==> src/rtl/icache_ctrl.sv <==
// icache_ctrl: lookup/refill sequencer for a direct-mapped I-cache with per-set valid bits and set invalidation.
module icache_ctrl #(
  parameter int TAG_W = 20,
  parameter int IDX_W = 7,
  parameter int NWORD = 8
) (
  input  logic                  clk,
  input  logic                  rst,
  input  logic                  cpu_req,
  input  logic [31:0]           cpu_addr,
  output logic                  cpu_addr_ok,
  output logic                  cpu_data_ok,
  output logic [31:0]           cpu_rdata,
  input  logic                  inv_req,
  input  logic [IDX_W-1:0]      inv_idx,
  output logic                  inv_ok,
  output logic [31:0]           bank_addr,
  output logic [NWORD-1:0]      bank_we,
  output logic [31:0]           bank_wdata,
  input  logic [32*NWORD-1:0]   bank_rdata,
  output logic [IDX_W-1:0]      tag_addr,
  output logic                  tag_we,
  output logic [TAG_W-1:0]      tag_wdata,
  input  logic [TAG_W-1:0]      tag_rdata,
  output logic                  rd_req,
  output logic [31:0]           rd_addr,
  input  logic                  rd_rdy,
  input  logic                  ret_valid,
  input  logic                  ret_last,
  input  logic [31:0]           ret_data
);
  localparam int OW = $clog2(NWORD);
  typedef enum logic [2:0] {IDLE, LOOKUP, MISS, REFILL, RESP} state_t;
  state_t state, state_n;
  logic [(1<<IDX_W)-1:0] valid;
  logic [31:0] req_addr, crit_word;
  logic [OW-1:0] cnt;
  logic [IDX_W-1:0] idx;
  logic hit;
  assign idx = req_addr[OW+2 +: IDX_W];
  assign hit = valid[idx] && tag_rdata == req_addr[31 -: TAG_W];
  // Outputs are forced low while rst is high so reset takes effect immediately.
  always_comb begin
    state_n = state;
    cpu_addr_ok = 1'b0;
    cpu_data_ok = 1'b0;
    cpu_rdata = '0;
    inv_ok = 1'b0;
    bank_addr = '0;
    bank_we = '0;
    bank_wdata = '0;
    tag_addr = '0;
    tag_we = 1'b0;
    tag_wdata = '0;
    rd_req = 1'b0;
    rd_addr = '0;
    if (!rst) begin
      bank_addr = req_addr;
      tag_addr = idx;
      case (state)
        IDLE: begin
          bank_addr = cpu_addr;
          tag_addr = cpu_addr[OW+2 +: IDX_W];
          inv_ok = inv_req;
          cpu_addr_ok = !inv_req;
          state_n = cpu_req && !inv_req ? LOOKUP : IDLE;
        end
        LOOKUP: begin
          if (hit) begin
            cpu_data_ok = 1'b1;
            cpu_rdata = bank_rdata[32*req_addr[OW+1:2] +: 32];
            cpu_addr_ok = 1'b1;
            bank_addr = cpu_addr;
            tag_addr = cpu_addr[OW+2 +: IDX_W];
          end
          state_n = !hit ? MISS : cpu_req ? LOOKUP : IDLE;
        end
        MISS: begin
          rd_req = 1'b1;
          rd_addr = {req_addr[31:OW+2], {(OW+2){1'b0}}};
          state_n = rd_rdy ? REFILL : MISS;
        end
        REFILL: begin
          if (ret_valid) begin
            bank_we = {{(NWORD-1){1'b0}}, 1'b1} << cnt;
            bank_wdata = ret_data;
            tag_we = ret_last;
            tag_wdata = ret_last ? req_addr[31 -: TAG_W] : '0;
            state_n = ret_last ? RESP : REFILL;
          end
        end
        RESP: begin
          cpu_data_ok = 1'b1;
          cpu_rdata = crit_word;
          state_n = IDLE;
        end
        default: state_n = IDLE;
      endcase
    end
  end
  always_ff @(posedge clk or posedge rst) begin
    if (rst) begin
      state <= IDLE;
      valid <= '0;
      req_addr <= '0;
      cnt <= '0;
      crit_word <= '0;
    end else begin
      state <= state_n;
      if (cpu_req && cpu_addr_ok) req_addr <= cpu_addr;
      if (inv_ok) valid[inv_idx] <= 1'b0;
      if (tag_we) valid[idx] <= 1'b1;
      if (rd_req && rd_rdy) cnt <= '0;
      else if (|bank_we) cnt <= cnt + 1'b1;
      if (|bank_we && cnt == req_addr[OW+1:2]) crit_word <= ret_data;
    end
  end
endmodule
==> config.mk <==
export PLATFORM = sky130hd
export DESIGN_NAME = icache_ctrl
export DESIGN_NICKNAME = d
export VERILOG_FILES = /design/src/rtl/icache_ctrl.sv
export SDC_FILE = /design/constraint.sdc
export NUM_CORES = 1
export LEC_CHECK = 0
export ABC_CLOCK_PERIOD_IN_PS = 7530
export CAP_MARGIN = 20
export CORE_AREA = 2 2 205 207
export CTS_CLUSTER_SIZE = 12
export DETAILED_ROUTE_END_ITERATION = 8
export DIE_AREA = 0 0 207 209
export DONT_BUFFER_PORTS = 1
export HOLD_SLACK_MARGIN = 0.1
export PLACE_DENSITY_LB_ADDON = 0.1
export SLEW_MARGIN = 5
export SYNTH_ARGS = -nofsm -noshare
export SYNTH_HDL_FRONTEND = slang
export SYNTH_SLANG_ARGS = --single-unit
==> constraint.sdc <==
create_clock -name clk -period 7.53 [get_ports clk]
set_clock_uncertainty 0.05 [all_clocks]
set_input_delay 0 -clock clk [delete_from_list [all_inputs] [get_ports clk]]
set_output_delay 0 -clock clk [all_outputs]
set_load 0.02 [all_outputs]
==> metrics, run 1 <==
met1 wire length 28,300 µm; WP data arrival 5.19 ns; DR top layer met5; yosys synthesis warning count 0; share of cells above drive strength 1 15.7%; first-pass GRT wire length 90,800 µm; total routed wirelength 65,500 µm; PwrDens 333 nW/µm²; cells on worst reg2reg path 10; nets@finish 1,665; vias post-DR 11,521; Setup WS post-layout 2.29 ns; Initial DRC Count 1,244; worst skew pair latency 0.47 ns; hpwl dp 48,000 µm; post-route ant nets 0; RSZ-0062 raised after global routing false; CP endpoint tag_addr[2]; synthesized netlist cell count 1,286; maximum clock path buffer count 2; CTS HTree Levels 4; Clock transition at path regs 0.07 ns; cts repair resizes 0; Hold Violations, Final 0; r2r endpoint req_addr[1]; total power 4.90 mW; WS Path Type reg -> out; sequential area share after synthesis 38.5%; static leakage 5.89 nW; cts hold-fix bufs 86; headroom to the max-slew limit 23.6%; outcome completed; IR drop worst, VDD 160 µV; Final setup viols 0; Setup Fix Bufs, Post-CTS 0; placed cell areas 13,200 µm²; Root Driver clkbuf_16; Period minus WS final 5.24 ns; met3 routed WL 8380 µm; core area 41,300 µm²; CTS tree yes; Post-Layout Cell Count 1,879; period utilization 69.6%; Least-Margin Pin Slew 1.14 ns; fraction of registers with async set/reset 100%; routed wl met2 27,200 µm; drt via density 6.13; Synth area leaders dfrtp_1 38%, mux4_2 11%, o21ai_0 10%; vias in the first global route 10,934; Post-Synthesis Cell Area 12,900 µm²; area grow syn2layout 14.6%; #FFs+latches synth 198; Fin Hold WS 0.121 ns; Post-Route Utilization 35.7%; CP endpoint kind output pin; IO Count 522; DRC Markers 0; row cnt 75; ys flop type dfrtp_1; R2R Path Start req_addr[5]; Final Cell Area 14,800 µm²; Slew Limit Fails 0; synth unique cells 62; starting density of the core 31.2%; DR pass1 iterations 8; clock sink count 198; setup TNS 0 ns; critical path startpoint req_addr[5]; Synth top area share 38.5%; Post-synth top cells 266 x o21ai_0, 198 x dfrtp_1, 116 x nand2_1; Worst Hold Class in -> out; Die Ht 209 µm; Worst R2R Setup Slack 3.12 ns; post-synth top area cell dfrtp_1; Die ar. 43,300 µm²; Avg WL per Cell 34.9 µm; total gr overflow 0; max-cap viol count 0; largest net degree at the start of global routing 93; Mapped Avg Cell Area 10.0 µm²; cell with the most instances after synthesis o21ai_0; Fmax achieved 191 MHz; Die W 207 µm; worst endpoint required time 7.48 ns; placed insts 1,739; Placement Setup Slack 2.90 ns; GRT Total Usage 29.7%; gp weighted congestion 0.957; EDFF count, synth 0; Port Buf Inserts 0; worst-path maximum fanout 39; critical path startpoint category flop; initial antenna violation count 51; Num CTS Buffers 17
[flip-flops by register name (all words and copies together), names as in the netlist]
register and count:
state 3, req_addr 32, crit_word 32, valid 128, cnt 3
[cells in the final DEF (no fill, tap or decap), types with 14 or more instances in the layout]
cell             n
a22oi_1         37
and3_1          31
nand3_1         20
mux2_1          29
a21oi_1         14
mux2_2          71
dfrtp_1        195
xor2_1          15
dlygate4sd3_1   86
mux2i_1         63
nor2_1          50
buf_4           20
nor2b_1         18
o21ai_0        266
diode_2         22
and2_1          66
nand2_1        116
clkbuf_16       17
mux4_2          64
[area by class of cell]
cell class,count,area [µm²]
antenna,22,55.1
clock buffer,19,443
fill,4257,26500
clock inverter,13,154
tap,539,674
inverter,11,48.8
sequential,198,4960
multi-input combinational,970,7400
timing repair buffer,107,1020
[worst min path at each step]
stage / startpoint / cells after the start / end
after global routing: rst / 1 / cpu_data_ok
final: rst / 1 / cpu_data_ok
after detailed placement: rst / 1 / crit_word[26]
after floorplan: cpu_addr[0] / 1 / req_addr[0]
after CTS: ret_last / 3 / valid[41]
after global placement: rst / 1 / crit_word[26]
[power by group]
group | internal (mW) | leakage, nW | total [mW] | switching [mW]
Sequential | 1.28 | 2.68 | 1.62 | 0.337
Combinational | 0.964 | 2.93 | 2.31 | 1.35
Clock | 0.529 | 0.285 | 0.976 | 0.447
Total | 2.77 | 5.89 | 4.90 | 2.13
[worst max-delay path: stages (launching register included)]
cell       delay, ns
dfrtp_1         0.71
buf_4           0.57
nor2_1          0.27
a221oi_1        0.28
o21ai_0         0.19
o2bb2ai_1       0.18
o41ai_2         0.59
nand3_2         0.26
a31o_2          0.34
buf_4           0.31
mux2i_1         0.70
buf_4           0.29
[metal layers]
layer	up-vias	GRT usage, %
met1	5962	40.5
met4	46	6.11
met3	116	15.5
met2	604	41.5
li1	4793	-
met5	-	0
[cell families (layout without fill, tap and decap cells)]
kind of cell | Yosys count | count (layout) | share of synthesized area (%)
simple gates | 336 | 336 | 13.0
other cells | 1 | 27 | 0.0291
xor+xnor | 24 | 24 | 1.63
fa+ha+maj | 6 | 6 | 0.583
flops | 198 | 198 | 38.5
compound gates | 371 | 371 | 16.8
mux | 228 | 228 | 25.0
buf+inv | 122 | 150 | 4.53
(Power assumes the default switching activity.)
==> run 2, diff against run 1 <==
- ABC_CLOCK_PERIOD_IN_PS: 7530 -> 4400
- clock period: 7.53 -> 4.4 ns (I/O delays scaled with it)
==> run 2 against run 1 <==
Effect of this change: critical path depth shrank 1; sequential power grew 79%; final cell count grew 3.7%; sequential cell count is the same; non-clock buffer count grew 73; register-to-register slack lost 2.9 ns; power grew 81%; clock-buffer cell count grew 1; first-iteration DRC count shrank 5.9%; wire length grew 2.1%; critical endpoint is now bank_addr[22]; sequential share of layout area shrank 1.3 points.
==> metrics, run 2 (synthesis gave the netlist of run 1 again) <==
Biggest register valid; outcome completed; Root Driver clkbuf_16; placed insts 1,806; Least-Margin Pin Slew 1.13 ns; Port Buf Inserts 0; Die ar. 43,300 µm²; RSZ-0062 raised after global routing false; GRT Total Usage 30.0%; CP cell instances and2_1, a221oi_1, o21ai_0, o2bb2ai_1, o41ai_2, nand3_2, a31o_2, buf_12, mux2i_1, buf_4; starting density of the core 31.2%; Hold Violations, Final 0; max reg flops 128; worst-path maximum fanout 25; placed cell areas 13,800 µm²; IO Count 522; first-pass GRT wire length 91,400 µm; initial antenna violation count 50; CP endpoint kind output pin; setup TNS 0 ns; area grow syn2layout 19.2%; worst skew pair latency 0.47 ns; row cnt 75; DRC Markers 0; drt via density 6.03; vias in the first global route 11,224; Most Crowded Layer GR met1; share of cells above drive strength 1 19.9%; total routed wirelength 66,900 µm; Die W 207 µm; WS Path Type reg -> out; largest net degree at the start of global routing 136; met2 GRT Util 41.2%; critical path startpoint req_addr[5]; maximum clock path buffer count 2; Fmax achieved 240 MHz; Setup Fix Bufs, Post-CTS 0; period utilization 94.7%; Post-Layout Cell Count 1,948; post-route ant nets 0; R2R Path Start req_addr[5]; CTS tree yes; PwrDens 577 nW/µm²; Clock transition at path regs 0.08 ns; Final Cell Area 15,300 µm²; Initial DRC Count 1,171; hpwl dp 49,600 µm; vias post-DR 11,748; HP Start cpu_req; max-cap viol count 0; FILL cells 4,230; nets@finish 1,738; Period minus WS final 4.17 ns; CP peak stage delay 0.59 ns; Die Ht 209 µm; worst endpoint required time 4.35 ns; CTS HTree Levels 4; WP data arrival 4.12 ns; Avg WL per Cell 34.3 µm; headroom to the max-slew limit 24.4%; IR drop worst, VDD 306 µV; commonest non-fill, non-tap cell in the layout o21ai_0; static leakage 6.26 nW; clock sink count 198; core area 41,300 µm²; crit path buf inv count 2; DR pass1 iterations 5; met1 capacity usage during global routing 41.7%; gp weighted congestion 0.995; Slew Limit Fails 0; most frequent cells in the layout 266 x o21ai_0, 194 x dfrtp_1, 116 x nand2_1, 92 x dlygate4sd3_1, 81 x buf_4; M3 GR Usage 14.8%; biggest regs valid: 128 flops, crit_word: 32 flops, req_addr: 32 flops; CP max-delay cell o41ai_2; Worst Hold Class in -> reg; Final setup viols 0; Num CTS Buffers 17; Crit path max-delay family compound AO/OA/AOI/OAI gates; critical path startpoint category flop; total gr overflow 0
## run 2: changes by cell type in the layout (fill, tap and decap cells not counted), moves of 2 or more
cell           before  now
clkinv_2            5    2
buf_4              20   81
bufinv_16           3    1
dlygate4sd3_1      86   92
clkinvlp_4          4    6
buf_12              0    6
diode_2            22   19
## run 2: power by group
group	internal, mW	switching (mW)
Clock	0.808	0.760
Combinational	1.98	2.42
Sequential	2.19	0.705
Total	4.98	3.88
## run 2: what timing repair did
item,4_1_cts,5_1_grt
hold endpoints to repair,289,0
endpoints found under the setup margin,0,64
gates resized for setup,0,3
hold buffers,92,0
## run 2: through the flow
| step | power [mW] | hold WS, ns | setup WS, ns | utilization [%] |
|---|---|---|---|---|
| finish | 8.86 | 0.120 | 0.231 | 37.2 |
| global route | 9.29 | 0.130 | 0.0152 | 37.1 |
| CTS | 8.88 | 0.100 | 0.0756 | 37.0 |
| detailed placement | 7.14 | -0.00609 | 0.577 | 33.5 |
| global placement | 7.14 | -0.00669 | 0.623 | 33.5 |
| floorplan | 5.58 | 0.0817 | 0.490 | - |
## run 2: routing by layer
metal | wire length (µm) | share of wire [%]
met5 | 315 | 0.47
met4 | 1460 | 2.2
met3 | 8640 | 13
met2 | 27800 | 42
met1 | 28700 | 43
## run 2: worst min-delay path: stages
cell and delay, ns:
and3_1 0.18, a21oi_4 0.06, buf_12 0.16, mux2_1 0.20
## run 2: path summary, 6_finish.rpt
path | endpoint | slack, ns | cells after the start
max | bank_addr[22] | 0.23 | 10
min | req_addr[25] | 0.12 | 4
max reg2reg | req_addr[11] | 0.23 | 10
min reg2reg | req_addr[0] | 0.45 | 1
max in group asynchronous | valid[53] | 2.76 | 3
min in group asynchronous | valid[75] | 0.38 | 2
## run 2: cell type report
| cell class | count | area [µm²] | share of cell area (%) |
|---|---|---|---|
| Timing Repair Buffer | 180 | 1660 | 10.8 |
| Multi-Input combinational cell | 970 | 7400 | 48.2 |
| Tap cell | 539 | 674 | 4.39 |
| Antenna cell | 19 | 47.5 | 0.310 |
| Inverter | 11 | 48.8 | 0.318 |
| Clock inverter | 11 | 103 | 0.668 |
| Sequential cell | 198 | 4960 | 32.3 |
| Clock buffer | 20 | 457 | 2.98 |
